`config.mk`:
```
export PLATFORM = sky130hd
export DESIGN_NAME = dcache_ctrl_flat
export DESIGN_NICKNAME = d
export VERILOG_FILES = /design/src/rtl/dcache_ctrl_if.sv /design/src/rtl/dcache_ctrl.sv /design/src/flat_wrapper.sv
export SDC_FILE = /design/constraint.sdc
export NUM_CORES = 1
export LEC_CHECK = 0
export CORE_AREA = 2 2 135 137
export DETAILED_ROUTE_END_ITERATION = 7
export DIE_AREA = 0 0 137 139
export DONT_BUFFER_PORTS = 1
export PLACE_DENSITY = 0.55
export REMOVE_ABC_BUFFERS = 1
export SETUP_SLACK_MARGIN = 0.4
export SLEW_MARGIN = 20
export SYNTH_ARGS = -nofsm -noshare
export SYNTH_HDL_FRONTEND = slang
export SYNTH_SLANG_ARGS = --single-unit
```
`constraint.sdc`:
```
create_clock -name clk -period 3.93 [get_ports clk]
set_clock_uncertainty 0.2 [all_clocks]
set_input_delay 0.393 -clock clk [delete_from_list [all_inputs] [get_ports clk]]
set_output_delay 0.393 -clock clk [all_outputs]
set_load 0.005 [all_outputs]
```
`src/rtl/dcache_ctrl_if.sv`:
```
// dcache_ctrl_if: CPU request/response, cam lookup/write and memory burst
// signals of the blocking write-back cache controller.
//   master : the controller view (drives req_ready, resp_*, cam_*_req/index/
//            tag/data/mask/flags, mem_req_*, mem_w*)
//   slave  : the environment view (CPU, cam array and memory bus)
interface dcache_ctrl_if;
  // CPU side
  logic        req_valid;
  logic        req_ready;
  logic        req_write;
  logic [26:0] req_addr;
  logic [31:0] req_wdata;
  logic [3:0]  req_mask;
  logic        resp_valid;
  logic [31:0] resp_rdata;
  // cam lookup
  logic        cam_read_req;
  logic [9:0]  cam_read_index;
  logic [16:0] cam_read_tag_in;
  logic        cam_read_hit;
  logic [16:0] cam_read_tag_out;
  logic [31:0] cam_read_data;
  logic [1:0]  cam_read_flags;
  // cam writes
  logic [9:0]  cam_write_index;
  logic        cam_write_req_data;
  logic [31:0] cam_write_data;
  logic [3:0]  cam_write_mask;
  logic        cam_write_req_tag_flags;
  logic [16:0] cam_write_tag;
  logic [1:0]  cam_write_flags;
  // memory bus
  logic        mem_req_valid;
  logic        mem_req_ready;
  logic        mem_req_write;
  logic [24:0] mem_req_addr;
  logic        mem_wvalid;
  logic        mem_wready;
  logic [31:0] mem_wdata;
  logic        mem_rvalid;
  logic [31:0] mem_rdata;

  modport master (
    input  req_valid, req_write, req_addr, req_wdata, req_mask,
    output req_ready, resp_valid, resp_rdata,
    output cam_read_req, cam_read_index, cam_read_tag_in,
    input  cam_read_hit, cam_read_tag_out, cam_read_data, cam_read_flags,
    output cam_write_index, cam_write_req_data, cam_write_data, cam_write_mask,
    output cam_write_req_tag_flags, cam_write_tag, cam_write_flags,
    output mem_req_valid, mem_req_write, mem_req_addr, mem_wvalid, mem_wdata,
    input  mem_req_ready, mem_wready, mem_rvalid, mem_rdata
  );

  modport slave (
    output req_valid, req_write, req_addr, req_wdata, req_mask,
    input  req_ready, resp_valid, resp_rdata,
    input  cam_read_req, cam_read_index, cam_read_tag_in,
    output cam_read_hit, cam_read_tag_out, cam_read_data, cam_read_flags,
    input  cam_write_index, cam_write_req_data, cam_write_data, cam_write_mask,
    input  cam_write_req_tag_flags, cam_write_tag, cam_write_flags,
    input  mem_req_valid, mem_req_write, mem_req_addr, mem_wvalid, mem_wdata,
    output mem_req_ready, mem_wready, mem_rvalid, mem_rdata
  );
endinterface

```
`src/rtl/dcache_ctrl.sv`:
```
// dcache_ctrl: blocking write-back controller in front of a 2-way cam array.
// 16 B lines; word address bits: [26:10] tag, [9:2] set, [1:0] word.
// One CPU access at a time: lookup, hit load/store, or on a miss write back a
// dirty LRU victim, refill the line and replay the access.
// Ports:
//   clk   : clock
//   reset : asynchronous active-high reset
//   bus   : dcache_ctrl_if.master (CPU request/response, cam, memory bus)
module dcache_ctrl #(
  parameter int unsigned BEATS = 4
) (
  input  logic          clk,
  input  logic          reset,
  dcache_ctrl_if.master bus
);

  localparam logic [1:0] LAST_BEAT = 2'(BEATS - 1);

  typedef enum logic [2:0] {
    IDLE, LOOKUP, WB_REQ, WB_RD, WB_BEAT, FILL_REQ, FILL, TAG_WR
  } state_t;

  state_t      state_q, state_d;
  logic [1:0]  cnt_q, cnt_d;
  logic        write_q;
  logic [26:0] addr_q;
  logic [31:0] wdata_q;
  logic [3:0]  mask_q;
  logic [16:0] vtag_q, vtag_d;
  logic [31:0] wb_q;
  logic        wb_have_q;

  logic [7:0]  set_w;
  assign set_w = addr_q[9:2];

  always_ff @(posedge clk or posedge reset) begin
    if (reset) begin
      state_q   <= IDLE;
      cnt_q     <= '0;
      write_q   <= 1'b0;
      addr_q    <= '0;
      wdata_q   <= '0;
      mask_q    <= '0;
      vtag_q    <= '0;
      wb_q      <= '0;
      wb_have_q <= 1'b0;
    end else begin
      state_q <= state_d;
      cnt_q   <= cnt_d;
      vtag_q  <= vtag_d;
      if (state_q == IDLE && bus.req_valid) begin
        write_q <= bus.req_write;
        addr_q  <= bus.req_addr;
        wdata_q <= bus.req_wdata;
        mask_q  <= bus.req_mask;
      end
      // The victim word arrives the cycle after WB_RD; capture it on the first
      // WB_BEAT cycle so the beat stays stable however long wready is held off.
      if (state_q == WB_BEAT) begin
        if (!wb_have_q) wb_q <= bus.cam_read_data;
        wb_have_q <= !bus.mem_wready;
      end else begin
        wb_have_q <= 1'b0;
      end
    end
  end

  always_comb begin
    state_d = state_q;
    cnt_d   = cnt_q;
    vtag_d  = vtag_q;

    bus.req_ready               = 1'b0;
    bus.resp_valid              = 1'b0;
    bus.resp_rdata              = '0;
    bus.cam_read_req            = 1'b0;
    bus.cam_read_index          = '0;
    bus.cam_read_tag_in         = addr_q[26:10];
    bus.cam_write_index         = '0;
    bus.cam_write_req_data      = 1'b0;
    bus.cam_write_data          = '0;
    bus.cam_write_mask          = '0;
    bus.cam_write_req_tag_flags = 1'b0;
    bus.cam_write_tag           = '0;
    bus.cam_write_flags         = '0;
    bus.mem_req_valid           = 1'b0;
    bus.mem_req_write           = 1'b0;
    bus.mem_req_addr            = '0;
    bus.mem_wvalid              = 1'b0;
    bus.mem_wdata               = '0;

    unique case (state_q)
      IDLE: begin
        bus.req_ready = 1'b1;
        if (bus.req_valid) begin
          bus.cam_read_req   = 1'b1;
          bus.cam_read_index = bus.req_addr[9:0];
          state_d            = LOOKUP;
        end
      end

      LOOKUP: begin
        bus.cam_write_index = addr_q[9:0];
        if (bus.cam_read_hit) begin
          bus.resp_valid = 1'b1;
          if (write_q) begin
            bus.cam_write_req_data      = 1'b1;
            bus.cam_write_data          = wdata_q;
            bus.cam_write_mask          = mask_q;
            bus.cam_write_req_tag_flags = 1'b1;
            bus.cam_write_tag           = bus.cam_read_tag_out;
            bus.cam_write_flags         = 2'b11;
          end else begin
            bus.resp_rdata = bus.cam_read_data;
          end
          state_d = IDLE;
        end else begin
          vtag_d  = bus.cam_read_tag_out;
          state_d = (bus.cam_read_flags == 2'b11) ? WB_REQ : FILL_REQ;
        end
      end

      WB_REQ: begin
        bus.mem_req_valid = 1'b1;
        bus.mem_req_write = 1'b1;
        bus.mem_req_addr  = {vtag_q, set_w};
        if (bus.mem_req_ready) begin
          cnt_d   = '0;
          state_d = WB_RD;
        end
      end

      WB_RD: begin
        bus.cam_read_req   = 1'b1;
        bus.cam_read_index = {set_w, cnt_q};
        state_d            = WB_BEAT;
      end

      WB_BEAT: begin
        bus.mem_wvalid = 1'b1;
        bus.mem_wdata  = wb_have_q ? wb_q : bus.cam_read_data;
        if (bus.mem_wready) begin
          cnt_d   = cnt_q + 2'd1;
          state_d = (cnt_q == LAST_BEAT) ? FILL_REQ : WB_RD;
        end
      end

      FILL_REQ: begin
        bus.mem_req_valid = 1'b1;
        bus.mem_req_write = 1'b0;
        bus.mem_req_addr  = addr_q[26:2];
        cnt_d             = '0;
        if (bus.mem_req_ready) state_d = FILL;
      end

      FILL: begin
        if (bus.mem_rvalid) begin
          bus.cam_write_req_data = 1'b1;
          bus.cam_write_index    = {set_w, cnt_q};
          bus.cam_write_data     = bus.mem_rdata;
          bus.cam_write_mask     = 4'hF;
          cnt_d                  = cnt_q + 2'd1;
          if (cnt_q == LAST_BEAT) state_d = TAG_WR;
        end
      end

      TAG_WR: begin
        // Tag write commits on this edge, so the replay lookup issued alongside
        // it sees the new line on the following LOOKUP cycle.
        bus.cam_write_req_tag_flags = 1'b1;
        bus.cam_write_index         = addr_q[9:0];
        bus.cam_write_tag           = addr_q[26:10];
        bus.cam_write_flags         = 2'b01;
        bus.cam_read_req            = 1'b1;
        bus.cam_read_index          = addr_q[9:0];
        state_d                     = LOOKUP;
      end

      default: state_d = IDLE;
    endcase
  end

endmodule

```
`src/flat_wrapper.sv`:
```
// flat-port wrapper written by rule: the top's interface ports become plain ports
module dcache_ctrl_flat 
#(
  parameter int unsigned BEATS = 4
)
  (clk, reset, bus_req_valid, bus_req_write, bus_req_addr, bus_req_wdata, bus_req_mask, bus_req_ready, bus_resp_valid, bus_resp_rdata, bus_cam_read_req, bus_cam_read_index, bus_cam_read_tag_in, bus_cam_read_hit, bus_cam_read_tag_out, bus_cam_read_data, bus_cam_read_flags, bus_cam_write_index, bus_cam_write_req_data, bus_cam_write_data, bus_cam_write_mask, bus_cam_write_req_tag_flags, bus_cam_write_tag, bus_cam_write_flags, bus_mem_req_valid, bus_mem_req_write, bus_mem_req_addr, bus_mem_wvalid, bus_mem_wdata, bus_mem_req_ready, bus_mem_wready, bus_mem_rvalid, bus_mem_rdata);
  dcache_ctrl_if bus_i ();
  input  logic clk;
  input  logic reset;
  input wire logic [$bits(bus_i.req_valid)-1:0] bus_req_valid;
  input wire logic [$bits(bus_i.req_write)-1:0] bus_req_write;
  input wire logic [$bits(bus_i.req_addr)-1:0] bus_req_addr;
  input wire logic [$bits(bus_i.req_wdata)-1:0] bus_req_wdata;
  input wire logic [$bits(bus_i.req_mask)-1:0] bus_req_mask;
  output wire logic [$bits(bus_i.req_ready)-1:0] bus_req_ready;
  output wire logic [$bits(bus_i.resp_valid)-1:0] bus_resp_valid;
  output wire logic [$bits(bus_i.resp_rdata)-1:0] bus_resp_rdata;
  output wire logic [$bits(bus_i.cam_read_req)-1:0] bus_cam_read_req;
  output wire logic [$bits(bus_i.cam_read_index)-1:0] bus_cam_read_index;
  output wire logic [$bits(bus_i.cam_read_tag_in)-1:0] bus_cam_read_tag_in;
  input wire logic [$bits(bus_i.cam_read_hit)-1:0] bus_cam_read_hit;
  input wire logic [$bits(bus_i.cam_read_tag_out)-1:0] bus_cam_read_tag_out;
  input wire logic [$bits(bus_i.cam_read_data)-1:0] bus_cam_read_data;
  input wire logic [$bits(bus_i.cam_read_flags)-1:0] bus_cam_read_flags;
  output wire logic [$bits(bus_i.cam_write_index)-1:0] bus_cam_write_index;
  output wire logic [$bits(bus_i.cam_write_req_data)-1:0] bus_cam_write_req_data;
  output wire logic [$bits(bus_i.cam_write_data)-1:0] bus_cam_write_data;
  output wire logic [$bits(bus_i.cam_write_mask)-1:0] bus_cam_write_mask;
  output wire logic [$bits(bus_i.cam_write_req_tag_flags)-1:0] bus_cam_write_req_tag_flags;
  output wire logic [$bits(bus_i.cam_write_tag)-1:0] bus_cam_write_tag;
  output wire logic [$bits(bus_i.cam_write_flags)-1:0] bus_cam_write_flags;
  output wire logic [$bits(bus_i.mem_req_valid)-1:0] bus_mem_req_valid;
  output wire logic [$bits(bus_i.mem_req_write)-1:0] bus_mem_req_write;
  output wire logic [$bits(bus_i.mem_req_addr)-1:0] bus_mem_req_addr;
  output wire logic [$bits(bus_i.mem_wvalid)-1:0] bus_mem_wvalid;
  output wire logic [$bits(bus_i.mem_wdata)-1:0] bus_mem_wdata;
  input wire logic [$bits(bus_i.mem_req_ready)-1:0] bus_mem_req_ready;
  input wire logic [$bits(bus_i.mem_wready)-1:0] bus_mem_wready;
  input wire logic [$bits(bus_i.mem_rvalid)-1:0] bus_mem_rvalid;
  input wire logic [$bits(bus_i.mem_rdata)-1:0] bus_mem_rdata;
  assign bus_i.req_valid = bus_req_valid;
  assign bus_i.req_write = bus_req_write;
  assign bus_i.req_addr = bus_req_addr;
  assign bus_i.req_wdata = bus_req_wdata;
  assign bus_i.req_mask = bus_req_mask;
  assign bus_req_ready = bus_i.req_ready;
  assign bus_resp_valid = bus_i.resp_valid;
  assign bus_resp_rdata = bus_i.resp_rdata;
  assign bus_cam_read_req = bus_i.cam_read_req;
  assign bus_cam_read_index = bus_i.cam_read_index;
  assign bus_cam_read_tag_in = bus_i.cam_read_tag_in;
  assign bus_i.cam_read_hit = bus_cam_read_hit;
  assign bus_i.cam_read_tag_out = bus_cam_read_tag_out;
  assign bus_i.cam_read_data = bus_cam_read_data;
  assign bus_i.cam_read_flags = bus_cam_read_flags;
  assign bus_cam_write_index = bus_i.cam_write_index;
  assign bus_cam_write_req_data = bus_i.cam_write_req_data;
  assign bus_cam_write_data = bus_i.cam_write_data;
  assign bus_cam_write_mask = bus_i.cam_write_mask;
  assign bus_cam_write_req_tag_flags = bus_i.cam_write_req_tag_flags;
  assign bus_cam_write_tag = bus_i.cam_write_tag;
  assign bus_cam_write_flags = bus_i.cam_write_flags;
  assign bus_mem_req_valid = bus_i.mem_req_valid;
  assign bus_mem_req_write = bus_i.mem_req_write;
  assign bus_mem_req_addr = bus_i.mem_req_addr;
  assign bus_mem_wvalid = bus_i.mem_wvalid;
  assign bus_mem_wdata = bus_i.mem_wdata;
  assign bus_i.mem_req_ready = bus_mem_req_ready;
  assign bus_i.mem_wready = bus_mem_wready;
  assign bus_i.mem_rvalid = bus_mem_rvalid;
  assign bus_i.mem_rdata = bus_mem_rdata;
  dcache_ctrl #(.BEATS(BEATS)) u_core (.clk(clk), .reset(reset), .bus(bus_i));
endmodule
```
# Word-level counts from Yosys, hierarchy flattened

Index checks and enable logic that the tools add are counted.

Output and inout port bits: 189
Register bits after elaboration: 119
Logic and storage cells: 88
Input bits: 154

Equality and inequality tests: 15
Mux-type cells: 52
Reduce and logical (&&, ||, !) cells: 10
Bitwise logic cells: 1
$add $sub $neg: 1

Operators by type and width:

| kind                                          | count |
|---|---|
| 2-to-1 mux 32 bit                             | 8 |
| one-hot mux 32 bit (2 select lines)           | 1 |
| one-hot mux 25 bit (2 select lines)           | 1 |
| 2-to-1 mux 17 bit                             | 2 |
| one-hot mux 17 bit (2 select lines)           | 1 |
| one-hot mux 10 bit (3 select lines)           | 1 |
| 2-to-1 mux 3 bit                              | 9 |
| one-hot mux 3 bit (8 select lines)            | 1 |
| 2-to-1 mux 10 bit                             | 2 |
| one-hot mux 10 bit (2 select lines)           | 1 |
| == test 3 bit, second input constant          | 4 |
| 2-to-1 mux 4 bit                              | 3 |
| 2-to-1 mux 1 bit                              | 11 |
| 2-to-1 mux 2 bit                              | 5 |
| inequality test 2 bit, second input constant  | 5 |
| one-hot mux 2 bit (4 select lines)            | 1 |
| one-hot mux 4 bit (2 select lines)            | 1 |
| == test 3 x 2 -> 1 bit, second input constant | 2 |
| one-hot mux 1 bit (2 select lines)            | 3 |
| AND reduction 6 bit                           | 1 |
| OR reduction 2 bit                            | 3 |
| == test 2 bit, second input constant          | 2 |
| one-hot mux 2 bit (2 select lines)            | 1 |
| AND reduction 4 bit                           | 1 |
| other kinds (9)                               | 9 |

# Logic depth before layout (Yosys ltp)

Depth after elaboration: 4
Depth in mapped cells: 7
Depth with buffers taken out: 4

# Worst setup path after synthesis

No wires, ideal clock.

Path type: register to output
From: register u_core.state_q[1]
To: output bus_cam_write_flags[0]
Path slack: 1782 ps
Buffers on the path: 4
Arrival time: 1555 ps
Cell stages (with the launch flop): 8
Cells stage by stage: dfrtp_1 buf_2 and4bb_2 and2_1 buf_2 buf_2 or2_1 buf_4

Word-level cells in the longest chain between the ends: 2
Elaborated cells between the ends (all ways): 3
Those cells by class: 2 x eq/ne; 1 x mux

Ends and longest elaborated chain:

| what                                                    | RTL line           | source |
|---|---|---|
| start: declaration                                      | dcache_ctrl.sv:23  | `state_t state_q, state_d;` |
| start signal: assignment                                | dcache_ctrl.sv:48  | `state_q <= state_d;` |
| == test 3 bit or == test 3 x 1 -> 1 bit (tied branches) | dcache_ctrl.sv:92  | `unique case (state_q)` |
| one-hot mux 2 bit (2 select lines) *                    | dcache_ctrl.sv:92  |  |
| end: declaration                                        | flat_wrapper.sv:31 | `output wire logic [$bits(bus_i.cam_write_flags)-1:0] bus_cam_write_flags;` |

Every way passes the cells marked *; elsewhere a longest branch is shown, timed or not.

# Worst setup path after layout

From: register u_core.state_q[0]
To: output bus_cam_read_index[0]

Word-level cells in the longest chain between the ends: 2
Elaborated cells between the ends (all ways): 4
Those cells by class: 2 x eq/ne; 1 x mux; 1 x reduce/logical

Ends and longest elaborated chain:

| what                                        | RTL line           | source |
|---|---|---|
| == test 3 bit, or another cell as far along | dcache_ctrl.sv:92  |  |
| one-hot mux 10 bit (3 select lines) *       | dcache_ctrl.sv:92  |  |
| end: declaration                            | flat_wrapper.sv:19 | `output wire logic [$bits(bus_i.cam_read_index)-1:0] bus_cam_read_index;` |

Marked as above.

==> metrics.cfg <==
[routing]
route.detailed.drc=0
via_count=4789
wire_per_inst_um=20.0
drt_iter0_drc=172
ant_nets=0
routed_via_density=5.42
wl_um=17600
first_pass_iters=4

[synthesis]
synth_cells=556
synth_top_area_share_pct=44.7
yosysWarnings=0
yosysMostFrequentCell=dfrtp_1
syn_area_per_cell_um2=12.0
synthTopCellsByArea=dfrtp_1, mux2_2, a22o_1
synthFlopType=dfrtp_1
ys_ff_latch=119
async_reset_ff_share_pct=100
synth_commonest_cells=dfrtp_1, mux2_2, a22o_1, and2_1, nor2_1
seq_area_frac_synth_pct=44.7
yosysUniqueCellTypes=43
synth_area_leader_cell=dfrtp_1
synth_edf_count=0
syn_area_um2=6670

[timing]
fin_ws_ps=1020
whs_ps=24.4
post-route-period-util_pct=74.1
max_freq_ghz=0.343
slew_headroom_pct=32.0
rsz0062_at_grt=false
finalMaxSlewViolations=0
hold_viol_final=0
fin_crit_ps=2910
tightest_slew_ps=1020
setup_viol=0

[finish]
drive_above_1_share_pct=25.7
area_delta_synth_final_pct=26.6
final_nets=796
fill_cells=1562
multi_input_comb_area_um2=3270
seqCellArea_um2=2980
antenna_cells=0

[pwr]
finalPower_mw=6.24
p_per_area_nw_per_um2=740
p_leak_nw=3.54
irDropWorstVdd_mv=0.324

[floorplanning]
std_cell_rows=49
die_area_um2=19000
dieHeight_um=139
start_util_pct=37.8
core_area_um2=17700
die_w_um=137
io_pins=343

[grt]
grt_pass1_vias=4993
antenna_found_initial=0
grt_usage_pct=18.2
grt_max_degree=73
grt_overflow=0
grt_pass1_wl_um=26900

[cts]
clk_latency_ps=410
clockBufferDepth=2
cts_buffers=17
htreeDepth=4
post-cts-setup-buffers=0
clk_pin_slew_worst_paths_ps=50
cts_resized=0
cts.sinks=119
ctsRootBufferMaster=clkbuf_16
cts_hold_buf=118
cts_tree=built

[critical_path]
crit_chain=buf_4 -> nor4b_4 -> buf_4 -> nand2_1 -> o21ai_0
cp.buffers_inverters=2
cp.depth=5
critPathArrivalTime_ps=2320
slowest_delay_ps=590
worstSetupStartpoint=u_core.state_q[0]
startpoint_type=flip-flop
cp.required_ps=3340
r2r-start=u_core.state_q[2]
worstSetupPathType=reg -> out
cp_top_family=buffers and inverters
crit_path_end_kind=output port
critical_path.max_fanout=53
rrSetupSlack_ps=1270
critPathSlowestCell=buf_4
path_common_cell=buf_4
ff2ff_path_depth=5

[hold_path]
min_path_cells=2
hold_path.class=in -> reg
hp-start=bus_mem_req_ready

[placement]
port_buffers=0
pre_cts_slack_ps=1170
hpwlAfterDp_um=11500
gp_congestion=0.772

[run_status]
status=completed

[flow_run]
max_cap_viol_count=0

[logic make-up (layout without fill, tap and decap cells)]
kind of cell               Yosys count  after routing  share of synthesized area, %
muxes                              148            148                          26.0
adders and majority gates            1              1                         0.188
buffers and inverters               71            169                          6.68
xor gates and xnor gates             1              1                         0.131
AOI/OAI and AO/OA                   99             99                          12.2
DFF                                119            119                          44.7
and+or+nand+nor                    117            117                          10.1
[cells in the final DEF (no fill, tap or decap), types with 2 or more instances in the layout]
cell	n
dlygate4sd3_1	118
dfrtp_1	118
mux2_2	83
a22o_1	76
and2_1	42
nor2_1	35
mux2i_1	35
mux2_4	30
clkbuf_16	17
buf_4	11
nor2b_1	10
o21ai_0	7
inv_1	6
nand2_1	6
a21oi_1	5
a21o_1	5
nor3_1	4
clkinvlp_4	4
nand2b_1	3
clkbuf_8	3
clkinv_2	3
nor4b_4	2
nor2_2	2
bufinv_16	2
[path summary, 6_finish.rpt]
check | endpoint
min in group asynchronous | u_core.wdata_q[9]
setup / recovery | bus_cam_read_index[0]
max in group asynchronous | u_core.mask_q[2]
hold / removal | u_core.state_q[1]
hold reg to reg | u_core.vtag_q[16]
setup reg to reg | u_core.wb_q[9]
[where the power goes]
group          internal (mW)  switching, mW  leakage, nW
logic                   1.29           1.04         1.84
registers               1.86          0.496         1.41
clock network          0.983          0.573        0.281
total                   4.13           2.11         3.54
[area by class of cell]
type / instances / share of cell area, %
repair buffers: 130 / 15.2
well taps: 229 / 3.40
clock buffers: 21 / 5.58
multi-input cells: 366 / 38.7
flip-flops and latches: 119 / 35.3
inverters: 7 / 0.341
clock inverters: 11 / 1.45
[sequential cells by signal, indices dropped and copies added (netlist names)]
name,flops
u_core.wb_q,32
u_core.wdata_q,32
u_core.state_q,3
u_core.addr_q,27
u_core.wb_have_q,1
u_core.mask_q,4
u_core.vtag_q,17
u_core.write_q,1
u_core.cnt_q,2
[per-layer routing]
| layer | part of all wire (%) | track usage [%] | up-vias |
|---|---|---|---|
| met5 | 0 | 0 | - |
| met4 | 2.3 | 7.38 | 0 |
| met3 | 5.5 | 3.73 | 36 |
| met2 | 53 | 31.9 | 223 |
| met1 | 40 | 21.4 | 2374 |
| li1 | - | - | 2156 |
[per-stage QoR]
step	utilization [%]	TNS, ps	instance area [um2]	std cells
floorplan	-	-112290	6250	492
global placement	37.7	0	6660	733
detailed placement	37.7	0	6660	733
CTS	47.8	0	8440	883
global route	47.8	0	8440	883
finish	47.8	0	8440	883
(Power assumes the default switching activity.)
